## src/rtl/rc4_pkg.sv

```systemverilog
// Shared types and plaintext alphabet for the RC4 brute-force key search.
package rc4_pkg;

    typedef enum logic [3:0] {
        ST_IDLE,
        ST_INIT,
        ST_W_INIT,
        ST_KSA,
        ST_W_KSA,
        ST_DEC,
        ST_W_DEC,
        ST_NEXT,
        ST_FOUND,
        ST_FAIL
    } search_state_t;

    localparam logic [7:0] PLAIN_LO    = 8'h61;
    localparam logic [7:0] PLAIN_HI    = 8'h7A;
    localparam logic [7:0] PLAIN_SPACE = 8'h20;

    function automatic logic is_plain(input logic [7:0] b);
        return ((b >= PLAIN_LO) && (b <= PLAIN_HI)) || (b == PLAIN_SPACE);
    endfunction

endpackage

```

## src/rtl/rc4_plaintext_checker.sv

```systemverilog
// Counts decrypted bytes for one candidate and remembers whether any fell
// outside the plaintext alphabet.
module rc4_plaintext_checker
    import rc4_pkg::*;
#(
    parameter int MESSAGE_LENGTH = 32,
    parameter int COUNT_W        = $clog2(MESSAGE_LENGTH + 2)
) (
    input  logic               clock,
    input  logic               reset,
    input  logic               clear,
    input  logic               wren,
    input  logic [7:0]         data,
    output logic               bad,
    output logic [COUNT_W-1:0] count
);

    always_ff @(posedge clock) begin
        if (reset || clear) begin
            count <= '0;
            bad   <= 1'b0;
        end else if (wren) begin
            // Saturate so an over-long message can never wrap back onto a match.
            if (count != '1) begin
                count <= count + 1'b1;
            end
            if (!is_plain(data)) begin
                bad <= 1'b1;
            end
        end
    end

endmodule

```

## src/rtl/rc4_key_search_ctrl.sv

```systemverilog
// Brute-force key search: walks candidate keys through S-init, key schedule
// and decrypt, stopping at the first key whose message is all plaintext.
//
// state     | meaning
// ----------+--------------------------------------------------------------
// ST_IDLE   | waiting for start
// ST_INIT   | init_start pulse high
// ST_W_INIT | waiting for init_finish
// ST_KSA    | ksa_start pulse high
// ST_W_KSA  | waiting for ksa_finish
// ST_DEC    | dec_start pulse high, plaintext checker cleared
// ST_W_DEC  | screening decrypted bytes, waiting for dec_finish
// ST_NEXT   | candidate rejected; advance key or give up
// ST_FOUND  | secret_key holds the match
// ST_FAIL   | range exhausted
module rc4_key_search_ctrl
    import rc4_pkg::*;
#(
    parameter int                  KEY_BITS       = 22,
    parameter logic [KEY_BITS-1:0] KEY_FIRST      = '0,
    parameter logic [KEY_BITS-1:0] KEY_LAST       = '1,
    parameter int                  MESSAGE_LENGTH = 32
) (
    input  logic        clock,
    input  logic        reset,
    input  logic        start,
    output logic        init_start,
    input  logic        init_finish,
    output logic        ksa_start,
    input  logic        ksa_finish,
    output logic        dec_start,
    input  logic        dec_finish,
    output logic        dec_abort,
    input  logic        dec_wren,
    input  logic [7:0]  dec_data,
    output logic [23:0] secret_key,
    output logic        busy,
    output logic        found,
    output logic        failed
);

    localparam int COUNT_W = $clog2(MESSAGE_LENGTH + 2);

    search_state_t       state;
    logic [KEY_BITS-1:0] key;
    logic [COUNT_W-1:0]  byte_count;
    logic                bad_seen;
    logic                bad_byte;
    logic [COUNT_W:0]    count_now;
    logic                msg_ok;

    rc4_plaintext_checker #(
        .MESSAGE_LENGTH (MESSAGE_LENGTH),
        .COUNT_W        (COUNT_W)
    ) u_checker (
        .clock (clock),
        .reset (reset),
        .clear (dec_start),
        .wren  (dec_wren),
        .data  (dec_data),
        .bad   (bad_seen),
        .count (byte_count)
    );

    // A byte written in the same cycle as dec_finish still has to be judged.
    assign bad_byte  = dec_wren && !is_plain(dec_data);
    assign count_now = {1'b0, byte_count} + (COUNT_W + 1)'(dec_wren);
    assign msg_ok    = !bad_seen && !bad_byte &&
                       (count_now == (COUNT_W + 1)'(MESSAGE_LENGTH));

    always_ff @(posedge clock) begin
        if (reset) begin
            state      <= ST_IDLE;
            key        <= KEY_FIRST;
            secret_key <= '0;
            init_start <= 1'b0;
            ksa_start  <= 1'b0;
            dec_start  <= 1'b0;
            dec_abort  <= 1'b0;
            busy       <= 1'b0;
            found      <= 1'b0;
            failed     <= 1'b0;
        end else begin
            init_start <= 1'b0;
            ksa_start  <= 1'b0;
            dec_start  <= 1'b0;
            case (state)
                ST_IDLE, ST_FOUND, ST_FAIL: begin
                    if (start) begin
                        state      <= ST_INIT;
                        key        <= KEY_FIRST;
                        secret_key <= 24'(KEY_FIRST);
                        found      <= 1'b0;
                        failed     <= 1'b0;
                        busy       <= 1'b1;
                        init_start <= 1'b1;
                    end
                end
                ST_INIT: state <= ST_W_INIT;
                ST_W_INIT: begin
                    if (init_finish) begin
                        state     <= ST_KSA;
                        ksa_start <= 1'b1;
                    end
                end
                ST_KSA: state <= ST_W_KSA;
                ST_W_KSA: begin
                    if (ksa_finish) begin
                        state     <= ST_DEC;
                        dec_start <= 1'b1;
                    end
                end
                ST_DEC: state <= ST_W_DEC;
                ST_W_DEC: begin
                    if (dec_finish) begin
                        dec_abort <= 1'b0;
                        if (msg_ok) begin
                            state <= ST_FOUND;
                            found <= 1'b1;
                            busy  <= 1'b0;
                        end else begin
                            state <= ST_NEXT;
                        end
                    end else if (bad_byte) begin
                        dec_abort <= 1'b1;
                    end
                end
                ST_NEXT: begin
                    if (key == KEY_LAST) begin
                        state  <= ST_FAIL;
                        failed <= 1'b1;
                        busy   <= 1'b0;
                    end else begin
                        key        <= key + 1'b1;
                        secret_key <= 24'(key + 1'b1);
                        state      <= ST_INIT;
                        init_start <= 1'b1;
                    end
                end
                default: state <= ST_IDLE;
            endcase
        end
    end

endmodule

```

## config.mk

```make
export PLATFORM = sky130hd
export DESIGN_NAME = rc4_key_search_ctrl
export DESIGN_NICKNAME = d
export VERILOG_FILES = /design/src/rtl/rc4_pkg.sv /design/src/rtl/rc4_plaintext_checker.sv /design/src/rtl/rc4_key_search_ctrl.sv
export SDC_FILE = /design/constraint.sdc
export NUM_CORES = 1
export LEC_CHECK = 0
export ABC_AREA = 1
export CAP_MARGIN = 20
export CORE_AREA = 2 2 70 72
export CTS_BUF_LIST = sky130_fd_sc_hd__clkbuf_4 sky130_fd_sc_hd__clkbuf_8
export CTS_CLUSTER_SIZE = 10
export DETAILED_ROUTE_END_ITERATION = 7
export DIE_AREA = 0 0 72 74
export HOLD_SLACK_MARGIN = 0.02
export PLACE_DENSITY_LB_ADDON = 0.1
export SLEW_MARGIN = 10
export SYNTH_ARGS = -nofsm -noshare
export SYNTH_HDL_FRONTEND = slang
export SYNTH_SLANG_ARGS = --single-unit
export TNS_END_PERCENT = 30
```

## constraint.sdc

```tcl
create_clock -name clock -period 2.04 [get_ports clock]
set_clock_uncertainty 0.15 [all_clocks]
set_input_delay 0.204 -clock clock [delete_from_list [all_inputs] [get_ports clock]]
set_output_delay 0.204 -clock clock [all_outputs]
set_load 0.05 [all_outputs]
```

==> metrics.cfg, run 1 <==
[clocking]
clockBufferDepth = 2
cts_hold_buf = 0
numCtsBuffers = 5
clkLatencyLatePin_ns = 0.29
cts.root.buffer_cell = clkbuf_8
cts_tree = built
cts.sinks = 41
htreeDepth = 2
cts.clk_slew.worst_paths_ns = 0.08

[timing]
slew_violations = 0
finalHoldViolCount = 0
setup_tns_ns = 0
fmax_mhz = 512
finalCritPeriodShare_pct = 95.8
fin_crit_ns = 1.95
finalWorstSetupSlack_ns = 0.0859
tightest_slew_ns = 0.513
relSlewSlack_pct = 65.7
setup_viol = 0

[setup_path]
r2r-end = key[14]
crit_path_max_incr_delay_ns = 0.85
crit_required_ns = 1.69
cp.arrival_ns = 1.60
cp_num_buf_inv = 1
regToRegStartpoint = key[0]
r2r_slack_ns = 0.15
start_kind = flop
path_cells = clkdlybuf4s50_1
cpMaxStageDelayCell = clkdlybuf4s50_1
worst-path-max-fanout = 7
cp_top_family = buffers and inverters
critPathCaptureType = primary output
r2r_cells = 13
critPathKind = flop to primary output

[worst_hold_path]
hp-class = input pin to flop
whs_path_depth = 4
hold_start = dec_wren
holdPathEnd = u_checker.bad

[yosys]
yosysSeqAreaShare_pct = 35.0
netlist_instances = 353
ys_async_sr_fraction_pct = 0
synth_edf_count = 0
synth_area_leaders = dfxtp_1 (35%), nand2_1 (13%), a21oi_1 (7.3%)
yosysTopAreaCellShare_pct = 35.0
ys.flop_type = dfxtp_1
mappedNetlistArea_um2 = 2340
ys_types = 38
syn_avg_cell_area_um2 = 6.64
yosysTopAreaCell = dfxtp_1
ys_top_cells_by_count = nand2_1 (78), nor2_1 (45), dfxtp_1 (41)
synth-seq-cells = 41
ys.warnings.count = 0
synthesis.nets = 372
yosysMostFrequentCell = nand2_1

[floorplan]
die_height_um = 74
core_area_um2 = 4600
initial_core_util_pct = 50.9
die_w_um = 72
num_rows = 25
pin_count = 46
die_area_um2 = 5330

[place]
place_inst = 457
dpl.hpwl_um = 4300
io_buffer_count = 44
gp_congestion = 0.930
dpl_cell_area_um2 = 2900
pre_cts_slack_ns = -0.214

[layout]
final_core_util_pct = 67.2
drive_gt1_share_pct = 15.1
n_antenna_cell = 0
nNetsFinal = 430
design_area_um2 = 3090
instances_no_fill = 465
final.fill_count = 409
area_growth_pct = 31.9

[routing]
antenna_left = 0
drc_errors = 0
vias = 2453
wl_per_cell_um = 12.4
finalWirelength_um = 5760
firstDrtPassIters = 4
first_iter_violations = 92
via_per_inst = 5.28

[power_and_ir_drop]
vdd_drop_max_mv = 0.468
p_per_area_nw_per_um2 = 721
leakagePower_uw = 0.00119

[global_routing]
grtUsageTotal_pct = 22.6
grt_pass1_vias = 2248
antenna_found_initial = 0
overflow = 0
grt_pass1_wl_um = 9600
grt_start_max_net_pins = 18

[run_status]
outcome = finished, final reports clean

[run]
drv_cap = 0

worst max path at each step:
stage / from / end / slack, ns / cells past startpoint
6_report: key[2] / secret_key[2] / 0.09 / 1
5_1_grt: key[8] / key[14] / -0.003 / 13
4_1_cts: key[0] / key[14] / 0.02 / 12
3_5_place_dp: dec_wren / state[0] / -0.21 / 14
3_3_place_gp: dec_wren / state[0] / -0.17 / 14
2_1_floorplan: key[4] / key[4] / 0.008 / 12
kinds of logic (layout without fill, tap and decap cells):
logic type,Yosys count,after routing,synth area share [%]
AND/OR/NAND/NOR,195,195,39.2
AO/OA/AOI/OAI,58,58,13.3
buffers and inverters,51,109,9.03
flip-flops,41,41,35.0
adder cells (fa/ha/maj),4,4,2.14
XOR/XNOR,3,3,1.12
other,1,1,0.160
area by class of cell:
cell class | instances | area, um^2 | area share (%)
inverters | 45 | 171 | 5.55
repair buffers | 57 | 541 | 17.5
clock buffers | 7 | 90.1 | 2.92
flip-flops and latches | 41 | 828 | 26.8
well taps | 54 | 67.6 | 2.19
multi-input cells | 261 | 1390 | 45.0
metrics by stage:
step                      hold slack [ns]  power (uW)
after floorplan                     0.144        1440
after global placement              0.279        1620
after detailed placement            0.289        1620
after CTS                           0.300        2180
after global routing                0.295        2360
final                               0.271        2230
flip-flops by register name, summed over array words and instances, names as in the netlist:
signal           count
busy                 1
dec_abort            1
dec_start            1
failed               1
found                1
init_start           1
key                 21
ksa_start            1
secret_key           2
state                4
u_checker.bad        1
u_checker.count      6
metal layers:
metal	track usage [%]	vias up	routed length, um
met1	26.1	1110	2540
met4	10.3	0	108
li1	-	1276	-
met3	4.61	8	228
met2	40.5	59	2880
met5	0	-	0
power by group:
group | leakage [uW] | internal, uW | switching, uW
registers | 0.000334 | 857 | 62.8
logic | 0.000806 | 273 | 471
clock network | 0.0000477 | 282 | 280
total | 0.00119 | 1410 | 814
what timing repair did:
| action | 4_1_cts | 5_1_grt |
|---|---|---|
| endpoints found under the hold margin | 0 | 0 |
| pin swaps | 0 | 9 |
| setup endpoints to repair | 1 | 26 |
| gates resized for setup | 1 | 22 |
| buffers inserted | 0 | 1 |
placed cells by master, fill, tap and decap left out, types with 3 or more instances in the layout:
cell type / Yosys / final
o21ai_1: 2 / 4
a21oi_1: 34 / 34
ha_4: 0 / 3
nor3_1: 9 / 8
inv_1: 36 / 35
nor2_1: 45 / 44
nand2_2: 5 / 6
clkbuf_8: 0 / 6
nand3_2: 0 / 3
nand2_1: 78 / 77
dfxtp_1: 41 / 37
o21ai_0: 13 / 11
dfxtp_2: 0 / 3
a21o_1: 3 / 3
nand4_1: 14 / 14
nand3_1: 24 / 21
buf_4: 1 / 13
xor2_1: 3 / 3
clkdlybuf4s50_1: 0 / 43
nor2_4: 2 / 4
inv_2: 9 / 9
nor3_2: 4 / 5
No activity file was read; power rests on OpenSTA's default activity.
==> run 2, diff against run 1 <==
--- a/config.mk
+++ b/config.mk
@@ -7,11 +7,11 @@
 export LEC_CHECK = 0
 export ABC_AREA = 1
 export CAP_MARGIN = 20
-export CORE_AREA = 2 2 70 72
+export CORE_AREA = 2 2 100 102
 export CTS_BUF_LIST = sky130_fd_sc_hd__clkbuf_4 sky130_fd_sc_hd__clkbuf_8
 export CTS_CLUSTER_SIZE = 10
 export DETAILED_ROUTE_END_ITERATION = 7
-export DIE_AREA = 0 0 72 74
+export DIE_AREA = 0 0 102 104
 export HOLD_SLACK_MARGIN = 0.02
 export PLACE_DENSITY_LB_ADDON = 0.1
 export SLEW_MARGIN = 10
==> metrics.cfg, run 2 (synthesis gave the netlist of run 1 again) <==
[run_status]
outcome = finished, final reports clean

[timing]
relSlewSlack_pct = 65.6
setup_viol = 0
finalCritPeriodShare_pct = 97.3
tightest_slew_ns = 0.514
fin_crit_ns = 1.98
rsz0062_at_grt = true
slew_violations = 0
finalHoldViolCount = 0
fmax_mhz = 504

[routing]
first_iter_violations = 53
drc_errors = 0
vias = 2512
finalWirelength_um = 6940
antenna_left = 0
firstDrtPassIters = 6
via_per_inst = 4.47
wl_per_cell_um = 12.4

[floorplan]
die_area_um2 = 10600
core_area_um2 = 9550
initial_core_util_pct = 24.5
die_w_um = 102
pin_count = 46
die_height_um = 104
num_rows = 36

[setup_path]
critPathKind = flop to primary output
critPathCaptureType = primary output
worst-path-max-fanout = 4
crit_path_max_incr_delay_ns = 0.79
cp_top_family = buffers and inverters
start_kind = flop
cp-startpoint = key[2]
regToRegStartpoint = key[0]
r2r_cells = 13
r2r_slack_ns = 0.15
cp.arrival_ns = 1.63
cp_num_buf_inv = 2
r2r-end = key[14]
cp-endpoint = secret_key[2]
worst-path-stages = 2
crit_required_ns = 1.69
path_cells = buf_4, clkdlybuf4s50_1
cpMaxStageDelayCell = clkdlybuf4s50_1

[clocking]
cts_tree = built
numCtsBuffers = 5
cts_hold_buf = 0
clkLatencyLatePin_ns = 0.30
cts.sinks = 41
clockBufferDepth = 2
cts.root.buffer_cell = clkbuf_8
cts.clk_slew.worst_paths_ns = 0.09
htreeDepth = 2

[place]
place_inst = 552
gp_congestion = 0.818
io_buffer_count = 44
dpl.hpwl_um = 5390

[layout]
largest_reg_flops = 21
instances_no_fill = 562
nNetsFinal = 447
area_growth_pct = 42.5
mostFrequentLayoutCell = nand2_1
regMostFlops = key
final_cell_mix = nand2_1 (76), clkdlybuf4s50_1 (43), nor2_1 (42), dfxtp_1 (36), inv_1 (35)
drive_gt1_share_pct = 19.6
n_antenna_cell = 0
final.fill_count = 1072
top_regs = key (21), u_checker.count (6), state (4)

[global_routing]
overflow = 0
grt_pass1_vias = 2606
top_usage_layer = met2
use_met3_pct = 2.89
grt_pass1_wl_um = 11800
antenna_found_initial = 0
grt_start_max_net_pins = 18
met1_usage_pct = 16.4
grtUsageMet2_pct = 24.1
grtUsageTotal_pct = 13.7

[worst_hold_path]
hp-class = input pin to flop

[power_and_ir_drop]
leakagePower_uw = 0.00130
p_per_area_nw_per_um2 = 713
p_total_uw = 2380
vdd_drop_max_mv = 0.408

[run]
drv_cap = 0

## run 2: changes by cell type in the layout (fill, tap and decap cells not counted), sizes merged
cell      change
clkbuf        -2
bufinv        +1
clkinvlp      +1
buf          +17
clkinv        +1
## run 2: timing repair
item,in CTS,in global routing
setup buffers,0,2
setup endpoints to repair,0,30
resized for setup,0,28
## run 2: how the worst min path moves through the flow
stage	from	slack [ns]	cells after the start	to
final	dec_wren	0.29	4	u_checker.bad
after global routing	dec_wren	0.32	4	u_checker.bad
after CTS	secret_key[22]	0.30	2	secret_key[22]
after detailed placement	secret_key[22]	0.28	2	secret_key[22]
after global placement	secret_key[22]	0.28	2	secret_key[22]
after floorplan	dec_finish	0.14	1	dec_abort
## run 2: report_power, final
part           switching, uW  internal [uW]  total, uW
clock                    323            367        690
sequential              56.6            855        911
combinational            491            285        776
## run 2: cell type report
| cell class | instances | area [um^2] | area share [%] |
|---|---|---|---|
| timing repair buffer | 74 | 668 | 20.0 |
| clock buffer | 5 | 68.8 | 2.06 |
| multi-input combinational | 261 | 1390 | 41.6 |
| tap | 133 | 166 | 4.99 |
| clock inverter | 3 | 46.3 | 1.39 |
| inverter | 45 | 171 | 5.14 |
| sequential | 41 | 827 | 24.8 |
## run 2: through the flow
stage	setup TNS, ns	util [%]	hold WS (ns)	worst slack (ns)	cell area [um^2]
2_1_floorplan	0	-	0.144	0.00782	2340
3_3_place_gp	-1.06	32.7	0.282	-0.221	3120
3_5_place_dp	-1.42	32.7	0.283	-0.278	3120
4_1_cts	0	33.9	0.298	0.0396	3230
5_1_grt	-0.0127	34.9	0.319	-0.00970	3340
6_report	0	34.9	0.288	0.0556	3340
## run 2: worst register-to-register path, stage by stage (launching register included)
cell and delay, ns:
dfxtp_2 0.34, ha_1 0.19, and3_4 0.21, nand2_2 0.06, nor2_2 0.13, nand2_1 0.08, nand2_2 0.09, nand2_4 0.11
nand2_2 0.13, nor2_4 0.05, nand2_1 0.09, nand2_1 0.06, nand2_1 0.05, nor2_1 0.03
## run 2: routing by layer
layer | routed length [um] | vias up
li1 | - | 1311
met1 | 3160 | 1127
met2 | 3360 | 61
met3 | 303 | 13
met4 | 123 | 0
met5 | 0 | -
